<file path="src/rtl/burst_axi_master.sv">
// AXI4 burst master: turns one host request into a single INCR burst, steering
// narrow beats onto byte lanes and folding slave responses into sticky status flags.
module burst_axi_master #(
   parameter int DATA_W  = 64,
   parameter int ADDR_W  = 32,
   parameter int TIMEOUT = 1023
) (
   input  logic                i_clk,
   input  logic                i_rst,
   input  logic                i_start,
   input  logic                i_write,
   input  logic [ADDR_W-1:0]   i_addr,
   input  logic [7:0]          i_len,
   input  logic [2:0]          i_size,
   input  logic [DATA_W-1:0]   i_wdata,
   input  logic                i_wvalid,
   output logic                o_wready,
   output logic [DATA_W-1:0]   o_rdata,
   output logic                o_rvalid,
   output logic                o_busy,
   output logic                o_done,
   output logic                o_error,
   output logic                o_invalid,
   input  logic                i_clear,
   output logic [4:0]          o_beats,
   output logic                m_axi_awvalid,
   input  logic                m_axi_awready,
   output logic [ADDR_W-1:0]   m_axi_awaddr,
   output logic [7:0]          m_axi_awlen,
   output logic [2:0]          m_axi_awsize,
   output logic [1:0]          m_axi_awburst,
   output logic [3:0]          m_axi_awcache,
   output logic [2:0]          m_axi_awprot,
   output logic                m_axi_awlock,
   output logic [3:0]          m_axi_awqos,
   output logic                m_axi_wvalid,
   input  logic                m_axi_wready,
   output logic [DATA_W-1:0]   m_axi_wdata,
   output logic [DATA_W/8-1:0] m_axi_wstrb,
   output logic                m_axi_wlast,
   input  logic                m_axi_bvalid,
   output logic                m_axi_bready,
   input  logic [1:0]          m_axi_bresp,
   output logic                m_axi_arvalid,
   input  logic                m_axi_arready,
   output logic [ADDR_W-1:0]   m_axi_araddr,
   output logic [7:0]          m_axi_arlen,
   output logic [2:0]          m_axi_arsize,
   output logic [1:0]          m_axi_arburst,
   output logic [3:0]          m_axi_arcache,
   output logic [2:0]          m_axi_arprot,
   output logic                m_axi_arlock,
   output logic [3:0]          m_axi_arqos,
   input  logic                m_axi_rvalid,
   output logic                m_axi_rready,
   input  logic [DATA_W-1:0]   m_axi_rdata,
   input  logic [1:0]          m_axi_rresp,
   input  logic                m_axi_rlast
);

   localparam int STRB_W = DATA_W / 8;
   localparam int LANE_W = $clog2(STRB_W);
   localparam int TMO_W  = (TIMEOUT > 1) ? $clog2(TIMEOUT) : 1;

   typedef enum logic [2:0] {
      S_IDLE  = 3'd0,
      S_ADDR  = 3'd1,
      S_WDATA = 3'd2,
      S_WRESP = 3'd3,
      S_RDATA = 3'd4,
      S_DONE  = 3'd5
   } state_t;

   state_t              state_q, state_d;
   logic [ADDR_W-1:0]   addr_q, addr_d;
   logic [3:0]          len_q, len_d;
   logic [2:0]          size_q, size_d;
   logic                write_q, write_d;
   logic [3:0]          idx_q, idx_d;
   logic [4:0]          beats_q, beats_d;
   logic [TMO_W-1:0]    tmo_q, tmo_d;
   logic                done_q, done_d;
   logic                error_q, error_d;
   logic                invalid_q, invalid_d;

   logic                start_bad_s;
   logic [ADDR_W-1:0]   align_mask_s;
   logic [19:0]         span_s;
   logic [LANE_W-1:0]   lane_s;
   logic [LANE_W+2:0]   lane_bits_s;
   logic [ADDR_W-1:0]   step_s;
   logic [4:0]          beats_sat_s;
   logic                busy_s, last_beat_s, tmo_hit_s;
   logic                aw_hs_s, w_hs_s, b_hs_s, ar_hs_s, r_hs_s, any_hs_s;

   function automatic logic [STRB_W-1:0] size_strb(input logic [2:0] size);
      logic [STRB_W-1:0] s;
      for (int i = 0; i < STRB_W; i++) begin
         s[i] = (i < (32'sd1 <<< size));
      end
      return s;
   endfunction

   function automatic logic [DATA_W-1:0] size_mask(input logic [2:0] size);
      logic [STRB_W-1:0] s;
      logic [DATA_W-1:0] m;
      s = size_strb(size);
      for (int i = 0; i < STRB_W; i++) begin
         m[i*8 +: 8] = {8{s[i]}};
      end
      return m;
   endfunction

   function automatic logic resp_err(input logic [1:0] resp);
      return resp[1];
   endfunction

   function automatic logic resp_dec(input logic [1:0] resp);
      return (resp == 2'b11);
   endfunction

   assign busy_s      = (state_q == S_ADDR) || (state_q == S_WDATA) ||
                        (state_q == S_WRESP) || (state_q == S_RDATA);
   assign lane_s      = addr_q[LANE_W-1:0];
   assign lane_bits_s = {lane_s, 3'b000};
   assign step_s      = ADDR_W'(1'b1) << size_q;
   assign last_beat_s = (idx_q == len_q);
   assign beats_sat_s = (beats_q == 5'd16) ? beats_q : beats_q + 5'd1;
   assign tmo_hit_s   = (TIMEOUT != 0) && ((32'(tmo_q) + 32'd1) == 32'(TIMEOUT));

   assign m_axi_awvalid = (state_q == S_ADDR) && write_q;
   assign m_axi_arvalid = (state_q == S_ADDR) && !write_q;
   assign m_axi_wvalid  = (state_q == S_WDATA) && i_wvalid;
   assign o_wready      = (state_q == S_WDATA) && m_axi_wready;
   assign m_axi_bready  = (state_q == S_WRESP);
   assign m_axi_rready  = (state_q == S_RDATA);

   assign aw_hs_s  = m_axi_awvalid && m_axi_awready;
   assign ar_hs_s  = m_axi_arvalid && m_axi_arready;
   assign w_hs_s   = m_axi_wvalid && m_axi_wready;
   assign b_hs_s   = m_axi_bvalid && m_axi_bready;
   assign r_hs_s   = m_axi_rvalid && m_axi_rready;
   assign any_hs_s = aw_hs_s || ar_hs_s || w_hs_s || b_hs_s || r_hs_s;

   assign m_axi_awaddr  = addr_q;
   assign m_axi_araddr  = addr_q;
   assign m_axi_awlen   = {4'b0000, len_q};
   assign m_axi_arlen   = {4'b0000, len_q};
   assign m_axi_awsize  = size_q;
   assign m_axi_arsize  = size_q;
   assign m_axi_awburst = 2'b01;
   assign m_axi_arburst = 2'b01;
   assign m_axi_awcache = 4'b0011;
   assign m_axi_arcache = 4'b0011;
   assign m_axi_awprot  = 3'b000;
   assign m_axi_arprot  = 3'b000;
   assign m_axi_awlock  = 1'b0;
   assign m_axi_arlock  = 1'b0;
   assign m_axi_awqos   = 4'b0000;
   assign m_axi_arqos   = 4'b0000;

   // Host data lands on the byte lane of the current beat address; reads come back down.
   assign m_axi_wdata = (state_q == S_WDATA) ? (i_wdata << lane_bits_s) : {DATA_W{1'b0}};
   assign m_axi_wstrb = (state_q == S_WDATA) ? (size_strb(size_q) << lane_s) : {STRB_W{1'b0}};
   assign m_axi_wlast = (state_q == S_WDATA) && last_beat_s;
   assign o_rvalid    = r_hs_s;
   assign o_rdata     = r_hs_s ? ((m_axi_rdata >> lane_bits_s) & size_mask(size_q))
                               : {DATA_W{1'b0}};

   assign o_busy    = busy_s;
   assign o_done    = done_q;
   assign o_error   = error_q;
   assign o_invalid = invalid_q;
   assign o_beats   = beats_q;

   // Screen a start request: length, size, alignment and 4KB boundary.
   always_comb begin
      align_mask_s = (ADDR_W'(1'b1) << i_size) - ADDR_W'(1'b1);
      span_s       = {8'h00, i_addr[11:0]} + (({12'h000, i_len} + 20'd1) << i_size);
      if ((i_len > 8'd15) || (i_size > 3'(LANE_W)) ||
          ((i_addr & align_mask_s) != {ADDR_W{1'b0}}) || (span_s > 20'd4096)) begin
         start_bad_s = 1'b1;
      end else begin
         start_bad_s = 1'b0;
      end
   end

   // Next-state, beat tracking, response accumulation and timeout abort.
   always_comb begin
      state_d   = state_q;
      addr_d    = addr_q;
      len_d     = len_q;
      size_d    = size_q;
      write_d   = write_q;
      idx_d     = idx_q;
      beats_d   = beats_q;
      tmo_d     = tmo_q;
      done_d    = done_q;
      error_d   = error_q;
      invalid_d = invalid_q;
      case (state_q)
         S_IDLE, S_DONE: begin
            if (i_start) begin
               idx_d     = 4'd0;
               beats_d   = 5'd0;
               done_d    = start_bad_s;
               error_d   = start_bad_s;
               invalid_d = start_bad_s;
               if (start_bad_s) begin
                  state_d = S_DONE;
               end else begin
                  state_d = S_ADDR;
                  addr_d  = i_addr;
                  len_d   = i_len[3:0];
                  size_d  = i_size;
                  write_d = i_write;
               end
            end else if (i_clear) begin
               state_d   = S_IDLE;
               done_d    = 1'b0;
               error_d   = 1'b0;
               invalid_d = 1'b0;
            end else begin
               state_d = state_q;
            end
         end
         S_ADDR: begin
            if (aw_hs_s) begin
               state_d = S_WDATA;
            end else if (ar_hs_s) begin
               state_d = S_RDATA;
            end else begin
               state_d = S_ADDR;
            end
         end
         S_WDATA: begin
            if (w_hs_s) begin
               addr_d  = addr_q + step_s;
               beats_d = beats_sat_s;
               if (last_beat_s) begin
                  state_d = S_WRESP;
               end else begin
                  idx_d = idx_q + 4'd1;
               end
            end else begin
               state_d = S_WDATA;
            end
         end
         S_WRESP: begin
            if (b_hs_s) begin
               state_d   = S_DONE;
               done_d    = 1'b1;
               error_d   = error_q | resp_err(m_axi_bresp);
               invalid_d = invalid_q | resp_dec(m_axi_bresp);
            end else begin
               state_d = S_WRESP;
            end
         end
         S_RDATA: begin
            if (r_hs_s) begin
               addr_d    = addr_q + step_s;
               beats_d   = beats_sat_s;
               // rlast disagreeing with the requested length is itself an error
               error_d   = error_q | resp_err(m_axi_rresp) | (m_axi_rlast ^ last_beat_s);
               invalid_d = invalid_q | resp_dec(m_axi_rresp);
               if (m_axi_rlast || last_beat_s) begin
                  state_d = S_DONE;
                  done_d  = 1'b1;
               end else begin
                  idx_d = idx_q + 4'd1;
               end
            end else begin
               state_d = S_RDATA;
            end
         end
         default: begin
            state_d = S_IDLE;
         end
      endcase

      if (busy_s) begin
         if (any_hs_s) begin
            tmo_d = {TMO_W{1'b0}};
         end else if (tmo_hit_s) begin
            state_d   = S_DONE;
            done_d    = 1'b1;
            error_d   = 1'b1;
            invalid_d = 1'b0;
            tmo_d     = {TMO_W{1'b0}};
         end else begin
            tmo_d = tmo_q + TMO_W'(1'b1);
         end
      end else begin
         tmo_d = {TMO_W{1'b0}};
      end
   end

   // State and status registers.
   always_ff @(posedge i_clk) begin
      if (i_rst) begin
         state_q   <= S_IDLE;
         addr_q    <= {ADDR_W{1'b0}};
         len_q     <= 4'd0;
         size_q    <= 3'd0;
         write_q   <= 1'b0;
         idx_q     <= 4'd0;
         beats_q   <= 5'd0;
         tmo_q     <= {TMO_W{1'b0}};
         done_q    <= 1'b0;
         error_q   <= 1'b0;
         invalid_q <= 1'b0;
      end else begin
         state_q   <= state_d;
         addr_q    <= addr_d;
         len_q     <= len_d;
         size_q    <= size_d;
         write_q   <= write_d;
         idx_q     <= idx_d;
         beats_q   <= beats_d;
         tmo_q     <= tmo_d;
         done_q    <= done_d;
         error_q   <= error_d;
         invalid_q <= invalid_d;
      end
   end

endmodule

</file>
<file path="config.mk">
export PLATFORM = sky130hd
export DESIGN_NAME = burst_axi_master
export DESIGN_NICKNAME = d
export VERILOG_FILES = /design/src/rtl/burst_axi_master.sv
export SDC_FILE = /design/constraint.sdc
export NUM_CORES = 1
export LEC_CHECK = 0
export BUFFER_PORTS_ARGS = -buffer_cell sky130_fd_sc_hd__buf_4
export CAP_MARGIN = 20
export CORE_AREA = 2 2 177 179
export CTS_CLUSTER_SIZE = 14
export DETAILED_ROUTE_END_ITERATION = 7
export DIE_AREA = 0 0 179 181
export HOLD_SLACK_MARGIN = 0.03
export PLACE_DENSITY = 0.57
export SYNTH_ARGS = -nofsm -noshare
export SYNTH_HDL_FRONTEND = slang
export SYNTH_SLANG_ARGS = --single-unit
</file>
<file path="constraint.sdc">
create_clock -name i_clk -period 4.7 [get_ports i_clk]
set_input_delay 0.47 -clock i_clk [delete_from_list [all_inputs] [get_ports i_clk]]
set_output_delay 0.47 -clock i_clk [all_outputs]
set_load 0.05 [all_outputs]
</file>
Yosys cells after proc, flatten, opt, wreduce, memory -nomap -nowiden
Cells that the tools add are included.
{"block": "classes", "n_mul": 0, "n_mux": 59, "n_div": 0, "n_bitwise": 10, "magnitude_cmp": 11, "eq_ne": 16, "reduce_logical": 31, "n_addsub": 8, "n_shift": 7}
{"op": "$lt 4x32->1 const A", "count": 4}
{"op": "$mux 32", "count": 4}
{"op": "$mux 64", "count": 2}
{"op": "$pmux 32 s3", "count": 1}
{"op": "$and 64x64->64", "count": 1}
{"op": "$lt 3x32->1 const A", "count": 2}
{"op": "$shl 1x3->32 const A", "count": 2}
{"op": "$shl 64x6->64", "count": 1}
{"op": "$shr 64x6->64", "count": 1}
{"op": "$mux 3", "count": 13}
{"op": "$add 32x32->32", "count": 1}
{"op": "$and 32x32->32", "count": 1}
{"op": "$lt 1x32->1 const A", "count": 1}
{"op": "$lt 2x32->1 const A", "count": 1}
{"op": "$reduce_bool 32->1", "count": 1}
{"op": "$sshl 2x3->32 const A", "count": 1}
{"op": "$sub 32x1->32 const B", "count": 1}
{"op": "$mux 1", "count": 23}
{"op": "$add 12x20->20", "count": 1}
{"op": "$gt 20x13->1 const B", "count": 1}
{"op": "$mux 4", "count": 5}
{"op": "$mux 5", "count": 4}
{"op": "$shl 9x3->20", "count": 1}
{"op": "$pmux 3 s5", "count": 1}
{"op": "other kinds (35)", "count": 68}
{"block": "word_totals", "ramBits": 0, "register_bits": 65, "mem_count": 0, "latchBits": 0, "rom_bits": 0}

Depth between registers and ports, before layout
Gate-level depths: netlist of the first run.
{"block": "depth", "depth_word": 13, "depth_mapped": 21}

Least setup slack after synthesis of the first run
No wires, ideal clock.
{"block": "synth_timing", "path_kind": "input to register", "startpoint": "input port i_len[0]", "endpoint": "register addr_q[29], in the netlist m_axi_araddr[29]", "cell_stages": 18, "slack_ps": 864, "t_arrival_ps": 3750, "path_buffers": 2, "setup_ps": 86, "cell_sequence": "ha_1 nand3_1 xnor2_1 mux2_2 o21ai_0 nand2_1 o41ai_1 ha_1 buf_2 a21oi_1 o221ai_2 a311oi_1 nor2_1 nor4_1 nand4_2 buf_6 a221o_1 a221oi_2"}
{"block": "synth_between", "elab_chain_len": 8, "elab_cells_between_ends": 11, "classes_between": "add/sub (2); order compare (2); eq/ne (1); shift (1); mux (1); reduce/logical (4)"}
{"item": "start: declaration", "line_no": "13", "rtl": "input logic [7:0] i_len,"}
{"item": "$add 8x1->9", "line_no": "179", "rtl": "span_s = {8'h00, i_addr[11:0]} + (({12'h000, i_len} + 20'd1) << i_size);"}
{"item": "$shl 9x3->20", "line_no": "179"}
{"item": "$add 12x20->20", "line_no": "179"}
{"item": "$gt 20x13->1", "line_no": "181", "rtl": "((i_addr & align_mask_s) != {ADDR_W{1'b0}}) || (span_s > 20'd4096)) begin"}
{"item": "$logic_or 1x1->1 (*)", "line_no": "181"}
{"item": "$mux 1 (*)", "line_no": "180", "rtl": "if ((i_len > 8'd15) || (i_size > 3'(LANE_W)) ||"}
{"item": "$ne 2x2->1 (no source line) (*)"}
{"item": "$reduce_and 5->1 (no source line) (*)"}
{"item": "end signal: assignment", "line_no": "302", "rtl": "addr_q <= {ADDR_W{1'b0}};"}
{"item": "end signal: assignment", "line_no": "314", "rtl": "addr_q <= addr_d;"}
{"item": "end: declaration", "line_no": "75", "rtl": "logic [ADDR_W-1:0] addr_q, addr_d;"}
Mark *: on every way between the ends. The rest lies on a longest branch, timed or not.
A chain may end at the register's enable or synchronous reset.

Worst setup path after layout of the first run
{"block": "layout_timing", "startpoint": "input port i_len[0]", "endpoint": "register len_q[1]"}
{"block": "layout_between", "elab_chain_len": 8, "elab_cells_between_ends": 11, "classes_between": "add/sub (2); order compare (2); shift (1); mux (1); bitwise (1); reduce/logical (4)"}
{"item": "$add 8x1->9", "line_no": "179"}
{"item": "$shl 9x3->20", "line_no": "179"}
{"item": "$add 12x20->20", "line_no": "179"}
{"item": "$gt 20x13->1", "line_no": "181"}
{"item": "$logic_or 1x1->1 (*)", "line_no": "181"}
{"item": "$mux 1 (*)", "line_no": "180"}
{"item": "$not 1->1 (no source line) (*)"}
{"item": "$reduce_and 3->1 (no source line) (*)"}
{"item": "end signal: assignment", "line_no": "315", "rtl": "len_q <= len_d;"}
{"item": "end: declaration", "line_no": "76", "rtl": "logic [3:0] len_q, len_d;"}
Marked as above.

==> metrics.cfg, run 1 <==
[grt]
grt_first_pass_wirelength_mm=67.3
grt_max_degree=77
overflow=0
grt_pass1_vias=11300
antenna_found_initial=5
grt_use_total=0.268

[power]
leakage_uw=0.00578
p_per_area_nw_per_um2=386
peakVddDrop_uv=306

[sta]
setup_viol=0
hold_viol=0
fin_setup_tns_ns=0
fin_crit_sh=0.899
fmax_mhz=237
slew_viol_final=0
period_needed_ns=4.23
rsz0062_at_grt=false
max_slew_margin=0.321
worstMarginPinSlew_ns=1.02
clock-skew-final_ns=0.0153

[yosys]
synthArstFlopShare=0
ys_ff_latch=65
synth_edf_count=0
synth_seq_area_share=0.129
yosys_warnings=0
ys.flop_type=dfxtp_1
avgSynthCellArea_um2=7.27
synth_area_um2=10100
syn_inst=1390
synth_cell_type_count=81

[drt]
ant_nets=0
wl_per_cell_um=21.5
routed_wl_mm=45.4
drc=0
vias=11900
detail_route.first_pass.iterations=7
viasPerCell=5.64
drt-initial-drc-count=950

[clock_network]
path_clk_slew_ns=0.05
cts_buffers=9
clk-insertion-delay-late_ns=0.35
cts_tree=yes
holdBufCountCts=0
cts_htree_levels=3
cts_root_buffer=clkbuf_16
cts_buffer_depth=2
clkSinkCount=65
cts-resized-gates=0
post_cts_buffers=0

[place]
hpwl_mm=34.9
gp_congestion=0.899
placed_area_um2=13100
portBuffers=417

[worst_setup_path]
cp_slowest_cell=nor4_1
crit_fanout=20
crit_chain=buf_4, ha_1, nand3_1, xnor2_1, mux2_2, o21ai_0, nand2_1, o41ai_1, ha_1, a21oi_1, o221ai_2, a311oi_1, nor2_1, nor4_1, and4_1, buf_12, o21ba_2, mux2i_1
worst-r2r-cell-count=13
arrival_ns=4.49
cp-start-kind=primary input
cp.required_ns=4.96
cp-end-kind=flop
path_class=in2reg
cpMostUsedCell=ha_1
cp_slowest_stage_delay_ns=0.51

[die]
core_um2=30300
rows=64
dieHeight_um=181
initial_core_util=0.333
fp.dieW_um=179
die-area_um2=32400
ios=454

[layout]
drive_gt1_frac=0.333
nets=1929
finalInstanceArea_um2=13500
area_growth_pct=33.4

[status]
outcome=complete, no violations

[run]
maxCapViolCount=0

[min_path]
min_path_type=in2reg
worstHoldPathCells=3

path summary, 6_finish.rpt:
path                                              startpoint                            end  slack (ns)
worst max-delay path                                i_len[0]          len_q[1]$_SDFFE_PP0P_        0.47
worst min-delay path                                i_len[2]          len_q[2]$_SDFFE_PP0P_        0.42
worst max register to register  m_axi_arsize[2]$_SDFFE_PP0P_  m_axi_araddr[26]$_SDFFE_PP0P_        1.29
worst min register to register           tmo_q[0]$_SDFF_PP0_            tmo_q[0]$_SDFF_PP0_        0.49
cells in the final DEF (no fill, tap or decap), types with 5 or more instances in the layout:
cell type / count
a221oi_2: 7
a22oi_1: 26
a31oi_1: 11
conb_1: 36
o31ai_1: 5
a221oi_1: 8
o211ai_1: 13
and3_1: 7
o2111ai_1: 7
nor3b_1: 7
xnor2_1: 12
o22ai_1: 8
nor4_1: 9
mux2i_1: 79
mux4_2: 40
nand4_1: 7
ha_1: 30
buf_4: 443
inv_1: 46
nand2b_1: 11
a211oi_1: 33
mux2_2: 25
nor3_1: 19
nor2b_1: 54
or2_2: 11
a21o_1: 5
o21a_1: 11
dfxtp_1: 63
o21ai_0: 81
nand2_1: 135
a221o_1: 5
a21oi_1: 94
clkbuf_16: 9
nand3_1: 50
or3_1: 18
and4_1: 5
and2_1: 20
xor2_1: 20
nor2_1: 158
kinds of logic (layout without fill, tap and decap cells):
family          after synthesis  in the layout  synth area share
mux                         144            144             0.195
compound gates              368            368             0.245
fa+ha+maj                    32             32            0.0411
other cells                   2             40          0.000743
simple gates                523            523             0.246
flops                        65             65             0.129
buf+inv                     224            513             0.116
xor+xnor                     32             32            0.0277
synthesized netlist by cell type, types with 25 or more instances:
cell	number	area [µm²]
nor2_1	160	601
nand2_1	135	507
a21oi_1	94	470
o21ai_0	81	405
buf_4	79	593
mux2i_1	79	791
clkbuf_1	69	259
dfxtp_1	65	1300
nor2b_1	54	338
nand3_1	50	250
inv_1	46	173
mux4_2	40	901
a211oi_1	33	248
ha_1	30	375
a22oi_1	26	195
mux2_2	25	282
worst max-delay path: cells and delay by family:
family          cells  cell delay (ns)
compound gates      6             1.32
simple gates        5             1.11
fa+ha+maj           2             0.59
mux                 2             0.51
buf+inv             2             0.29
xor+xnor            1             0.16
final cells by class:
class                      count  area (µm²)
inverter                      51         191
fill                        3106       16900
clock inverter                 2        13.8
timing repair buffer         448        3430
antenna                        4        10.0
tap                          396         495
sequential                    65        1310
clock buffer                  12         267
multi-input combinational   1135        7770
report_power, final:
part / switching [µW] / internal [µW]
sequential: 217 / 662
combinational: 2330 / 1340
clock: 259 / 394
total: 2810 / 2400
metrics by stage:
step / total power [µW] / hold WS [ns] / utilization / instances / worst slack [ns]
after global routing: 5540 / 0.431 / 0.444 / 2113 / 0.0470
after detailed placement: 4520 / 0.477 / 0.433 / 2092 / 0.180
after floorplan: 3600 / 0.441 / - / 1424 / 0.864
final: 5200 / 0.422 / 0.444 / 2113 / 0.475
after global placement: 4510 / 0.461 / 0.433 / 2092 / 0.311
after CTS: 5180 / 0.420 / 0.442 / 2106 / 0.520
flip-flops by register name (all words and copies together) (netlist names):
name	flops
len_q	4
m_axi_arsize	3
o_invalid	1
idx_q	4
o_beats	5
write_q	1
m_axi_araddr	32
o_done	1
tmo_q	10
o_error	1
state_q	3
layer usage:
layer,global-route usage,vias to the layer above,wire length (µm)
li1,-,5604,-
met1,0.325,5696,17800
met2,0.450,536,22000
met3,0.0579,83,3680
met4,0.121,2,1860
met5,0,-,13
(Power assumes the default switching activity.)
==> run 2, diff against run 1 <==
--- a/config.mk
+++ b/config.mk
@@ -7,12 +7,12 @@
 export LEC_CHECK = 0
 export BUFFER_PORTS_ARGS = -buffer_cell sky130_fd_sc_hd__buf_4
 export CAP_MARGIN = 20
-export CORE_AREA = 2 2 177 179
+export CORE_ASPECT_RATIO = 0.6
+export CORE_UTILIZATION = 35
 export CTS_CLUSTER_SIZE = 14
 export DETAILED_ROUTE_END_ITERATION = 7
-export DIE_AREA = 0 0 179 181
 export HOLD_SLACK_MARGIN = 0.03
-export PLACE_DENSITY = 0.57
+export PLACE_DENSITY = 0.59
 export SYNTH_ARGS = -nofsm -noshare
 export SYNTH_HDL_FRONTEND = slang
 export SYNTH_SLANG_ARGS = --single-unit
==> run 2 against run 1 <==
  * Maximum frequency is 2.3% lower
  * Hold slack worse by 0.019 ns
  * Global-route usage is 2.1 points higher
  * Register-to-register slack worse by 0.14 ns
  * Final area is 0.57% lower
==> metrics.cfg, run 2 (synthesis results as in run 1) <==
[clock_network]
post_cts_buffers=0
clk-insertion-delay-late_ns=0.36
holdBufCountCts=0
clkSinkCount=65
cts_tree=yes
cts_buffer_depth=2
cts-resized-gates=0
path_clk_slew_ns=0.06
cts_root_buffer=clkbuf_16
cts_htree_levels=3
cts_buffers=9

[status]
outcome=complete, no violations

[grt]
grt_pass1_vias=10800
overflow=0
grt_use_total=0.289
grt_first_pass_wirelength_mm=66.6
antenna_found_initial=0
grt_max_degree=86

[worst_setup_path]
cp_slowest_cell=nor4_1
cp-start-kind=primary input
path_class=in2reg
worst-r2r-cell-count=13
cp_slowest_stage_delay_ns=0.48
arrival_ns=4.58
cp-end-kind=flop
crit_fanout=20
cpMostUsedCell=nor2_1
cp.required_ns=4.96
timing.rr.start=m_axi_arsize[2]$_SDFFE_PP0P_
worst-r2r-setup-slack_ns=1.15
r2r-end=m_axi_araddr[26]$_SDFFE_PP0P_
crit_chain=buf_4, ha_1, nand3_1, nor2_1, a21oi_1, nor2_1, nor2_1, a21oi_1, a21oi_1, o21ai_0, ha_1, nor2b_1, a311oi_1, nor2_1, nor4_1, nand4_2, buf_4, a221o_1, a221oi_2

[drt]
detail_route.first_pass.iterations=6
drt-initial-drc-count=1237
viasPerCell=5.72
drc=0
routed_wl_mm=44.9
wl_per_cell_um=21.6
vias=11900
ant_nets=0

[die]
fp.dieW_um=221
dieHeight_um=134
die-area_um2=29600
core_um2=28000
initial_core_util=0.361
rows=47
ios=454

[layout]
diodes=0
layout_commonest_cell=buf_4
finalInstanceArea_um2=13400
mostFrequentLayoutCells=buf_4, nor2_1, nand2_1, a21oi_1, o21ai_0
largest_reg_flops=32
drive_gt1_frac=0.333
nets=1926
num-fill-cells=2830
multi_input_comb_area_um2=7780
ff_latch_area_um2=1310
area_growth_pct=32.6

[place]
gp_congestion=0.967
place_ws_ns=0.203
portBuffers=417
placed_area_um2=13100
hpwl_mm=34.6

[sta]
fmax_mhz=231
setup_viol=0
worstMarginPinSlew_ns=1.11
rsz0062_at_grt=false
period_needed_ns=4.33
slew_viol_final=0
hold_viol=0
max_slew_margin=0.261
fin_setup_tns_ns=0
clock-skew-final_ns=0.00925
fin_crit_sh=0.920
hold-worst-slack_ns=0.403
worst_slack_ns=0.375

[min_path]
worstHoldPathCells=3
hp-start=i_write
min_path_type=in2reg
min_to=write_q$_SDFFE_PP0P_

[power]
peakVddDrop_uv=363
p_per_area_nw_per_um2=393
leakage_uw=0.00577

[run]
maxCapViolCount=0

[run 2: cell count changes in the layout (fill, tap and decap cells not counted), sizes merged]
cell / delta
clkbuf: -2
inv: +1
bufinv: +1
buf: -2
diode: -4
clkinvlp: +1
[run 2: layout make-up]
type	instances	share of cell area
multi-input cells	1135	0.580
repair buffers	445	0.252
flip-flops and latches	65	0.0976
well taps	367	0.0343
clock buffers	11	0.0181
inverters	51	0.0143
clock inverters	5	0.00401
[run 2: worst max-delay path, delay by kind of cell]
kind / cells / cell delay (ns)
AND/OR/NAND/NOR: 8 / 1.43
AO/OA/AOI/OAI: 7 / 1.68
adder cells (fa/ha/maj): 2 / 0.59
buffers and inverters: 2 / 0.40
[run 2: power breakdown]
part           internal, µW  switching (µW)
clock network           424             277
logic                  1320            2360
registers               662             213
total                  2410            2850
[run 2: worst max path at each step]
stage / from / to / slack, ns / cells past startpoint
4_1_cts: i_len[0] / write_q$_SDFFE_PP0P_ / 0.55 / 19
3_3_place_gp: i_len[0] / o_invalid$_SDFF_PP0_ / 0.28 / 19
5_1_grt: i_len[0] / m_axi_araddr[13]$_SDFFE_PP0P_ / 0.22 / 19
3_5_place_dp: i_len[0] / write_q$_SDFFE_PP0P_ / 0.20 / 19
2_1_floorplan: i_len[0] / m_axi_araddr[29]$_SDFFE_PP0P_ / 0.86 / 18
6_report: i_len[0] / m_axi_araddr[13]$_SDFFE_PP0P_ / 0.37 / 19
[run 2: metrics by stage]
| step | instances | utilization | power [µW] |
|---|---|---|---|
| floorplan | 1424 | - | 3600 |
| global placement | 2062 | 0.467 | 4500 |
| detailed placement | 2063 | 0.468 | 4520 |
| CTS | 2079 | 0.479 | 5240 |
| global route | 2079 | 0.479 | 5570 |
| finish | 2079 | 0.479 | 5260 |
[run 2: layer usage]
layer	vias up	wire (µm)	part of all wire	global-route usage
li1	5590	-	-	-
met4	0	694	0.015	0.0548
met3	32	3850	0.086	0.0611
met2	587	19100	0.43	0.420
met5	-	0	0	0
met1	5689	21200	0.47	0.433
==> run 3, diff against run 2 <==
--- a/config.mk
+++ b/config.mk
@@ -7,12 +7,12 @@
 export LEC_CHECK = 0
 export BUFFER_PORTS_ARGS = -buffer_cell sky130_fd_sc_hd__buf_4
 export CAP_MARGIN = 20
-export CORE_ASPECT_RATIO = 0.6
-export CORE_UTILIZATION = 35
+export CORE_AREA = 2 2 175 177
 export CTS_CLUSTER_SIZE = 14
 export DETAILED_ROUTE_END_ITERATION = 7
+export DIE_AREA = 0 0 177 179
 export HOLD_SLACK_MARGIN = 0.03
-export PLACE_DENSITY = 0.59
+export PLACE_DENSITY = 0.58
 export SYNTH_ARGS = -nofsm -noshare
 export SYNTH_HDL_FRONTEND = slang
 export SYNTH_SLANG_ARGS = --single-unit
==> run 3 against run 2 <==
  * Die area increased by 7.1%
  * Clock-buffer cell count fell by 1
  * Combinational power hardly changed
  * Sequential power decreased by 4.1%
  * Maximum frequency increased by 2.3%
  * Final area grew 0.32%
  * Critical path type unchanged
==> metrics.cfg, run 3 (synthesis results as in run 1) <==
[die]
core_um2=30000
die-area_um2=31700
initial_core_util=0.337
rows=64
ios=454
dieHeight_um=179
fp.dieW_um=177

[worst_setup_path]
endpoint=m_axi_araddr[29]$_SDFFE_PP0P_
startpoint=i_len[0]
crit_chain=buf_4, ha_1, nand3_1, xnor2_1, mux2_2, o21ai_0, nand2_1, o41ai_1, ha_1, a21oi_1, o221ai_2, a311oi_1, nor2_1, nor4_1, nand4_2, buf_4, a221o_1, a221oi_2
cp_slowest_stage_delay_ns=0.42
cp_slowest_cell=nor4_1
cp-end-kind=flop
timing.rr.start=m_axi_arsize[2]$_SDFFE_PP0P_
worst-r2r-setup-slack_ns=0.97
cp-start-kind=primary input
path_class=in2reg
cpLargestDelayFamily=compound AO/OA/AOI/OAI gates
crit_fanout=20
crit_buf_inv=2
cp.required_ns=4.95
worst-r2r-cell-count=12
r2r-end=m_axi_araddr[26]$_SDFFE_PP0P_
cp.depth=18
arrival_ns=4.48

[clock_network]
cts_buffers=9
cts_htree_levels=3
clkSinkCount=65
cts_tree=yes
path_clk_slew_ns=0.06
holdBufCountCts=0
cts_root_buffer=clkbuf_16
cts_buffer_depth=2
clk-insertion-delay-late_ns=0.34

[sta]
fin_crit_sh=0.900
fin_setup_tns_ns=0
max_slew_margin=0.290
hold_viol=0
worstMarginPinSlew_ns=1.06
rsz0062_at_grt=false
setup_viol=0
clock-skew-final_ns=0.00946
slew_viol_final=0
fmax_mhz=236
period_needed_ns=4.23

[min_path]
hp-start=i_write
min_path_type=in2reg

[grt]
grt_pass1_vias=11100
grt_first_pass_wirelength_mm=65.3
grt_max_degree=81
overflow=0
grt_use_total=0.265
antenna_found_initial=4

[layout]
nets=1930
multi_input_comb_area_um2=7770
mostFrequentLayoutCells=buf_4, nor2_1, nand2_1, a21oi_1, o21ai_0
area_growth_pct=33.0
largest_reg_flops=32
num-fill-cells=3103
drive_gt1_frac=0.335
ff_latch_area_um2=1310
finalInstanceArea_um2=13400
layout_commonest_cell=buf_4

[drt]
viasPerCell=5.57
ant_nets=0
vias=11800
drc=0
drt-initial-drc-count=786
wl_per_cell_um=21.0
routed_wl_mm=44.4
detail_route.first_pass.iterations=7

[status]
outcome=complete, no violations

[place]
placed_area_um2=13100
gp_congestion=0.926
hpwl_mm=34.2
portBuffers=417

[power]
peakVddDrop_uv=322
leakage_uw=0.00577
p_per_area_nw_per_um2=389

[run]
maxCapViolCount=0

-- run 3: power breakdown --
group          internal [µW]  switching (µW)
registers                662             177
clock network            426             269
logic                   1330            2360
-- run 3: worst min-delay path by stage --
stage | slack (ns) | to | cells past startpoint
floorplan | 0.44 | tmo_q[0]$_SDFF_PP0_ | 1
global placement | 0.46 | tmo_q[0]$_SDFF_PP0_ | 1
detailed placement | 0.47 | tmo_q[0]$_SDFF_PP0_ | 1
CTS | 0.40 | write_q$_SDFFE_PP0P_ | 3
global route | 0.43 | write_q$_SDFFE_PP0P_ | 3
finish | 0.41 | write_q$_SDFFE_PP0P_ | 3
-- run 3: cell type report --
cell class,count,share of cell area
clock inverters,6,0.00484
inverters,51,0.0142
diodes,2,0.000372
flip-flops and latches,65,0.0973
multi-input cells,1135,0.578
well taps,396,0.0368
clock buffers,10,0.0178
repair buffers,449,0.251
-- run 3: per-layer routing --
metal | share of wire | global-route usage | routed length [µm] | vias up
li1 | - | - | - | 5592
met2 | 0.48 | 0.448 | 21200 | 528
met4 | 0.041 | 0.115 | 1820 | 4
met3 | 0.076 | 0.0500 | 3380 | 89
met1 | 0.40 | 0.329 | 18000 | 5571
met5 | 0.00068 | 0 | 30 | -
-- run 3: per-stage QoR --
stage | util | std cells | hold WS, ns | worst slack, ns | power, µW
global placement | 0.438 | 2096 | 0.463 | 0.140 | 4500
detailed placement | 0.438 | 2096 | 0.471 | 0.0123 | 4520
finish | 0.448 | 2114 | 0.405 | 0.471 | 5220
global route | 0.448 | 2114 | 0.434 | 0.146 | 5570
CTS | 0.448 | 2112 | 0.401 | 0.353 | 5230
floorplan | - | 1424 | 0.441 | 0.864 | 3600
-- run 3: worst min-delay path, stage by stage --
cell and delay (ns):
buf_4 0.12, nand2_1 0.05, mux2i_1 0.05
-- run 3: repair_timing --
action,4_1_cts,5_1_grt
endpoints found under the setup margin,0,6
gates resized for setup,0,1
hold endpoints to repair,0,0
setup buffers,0,0
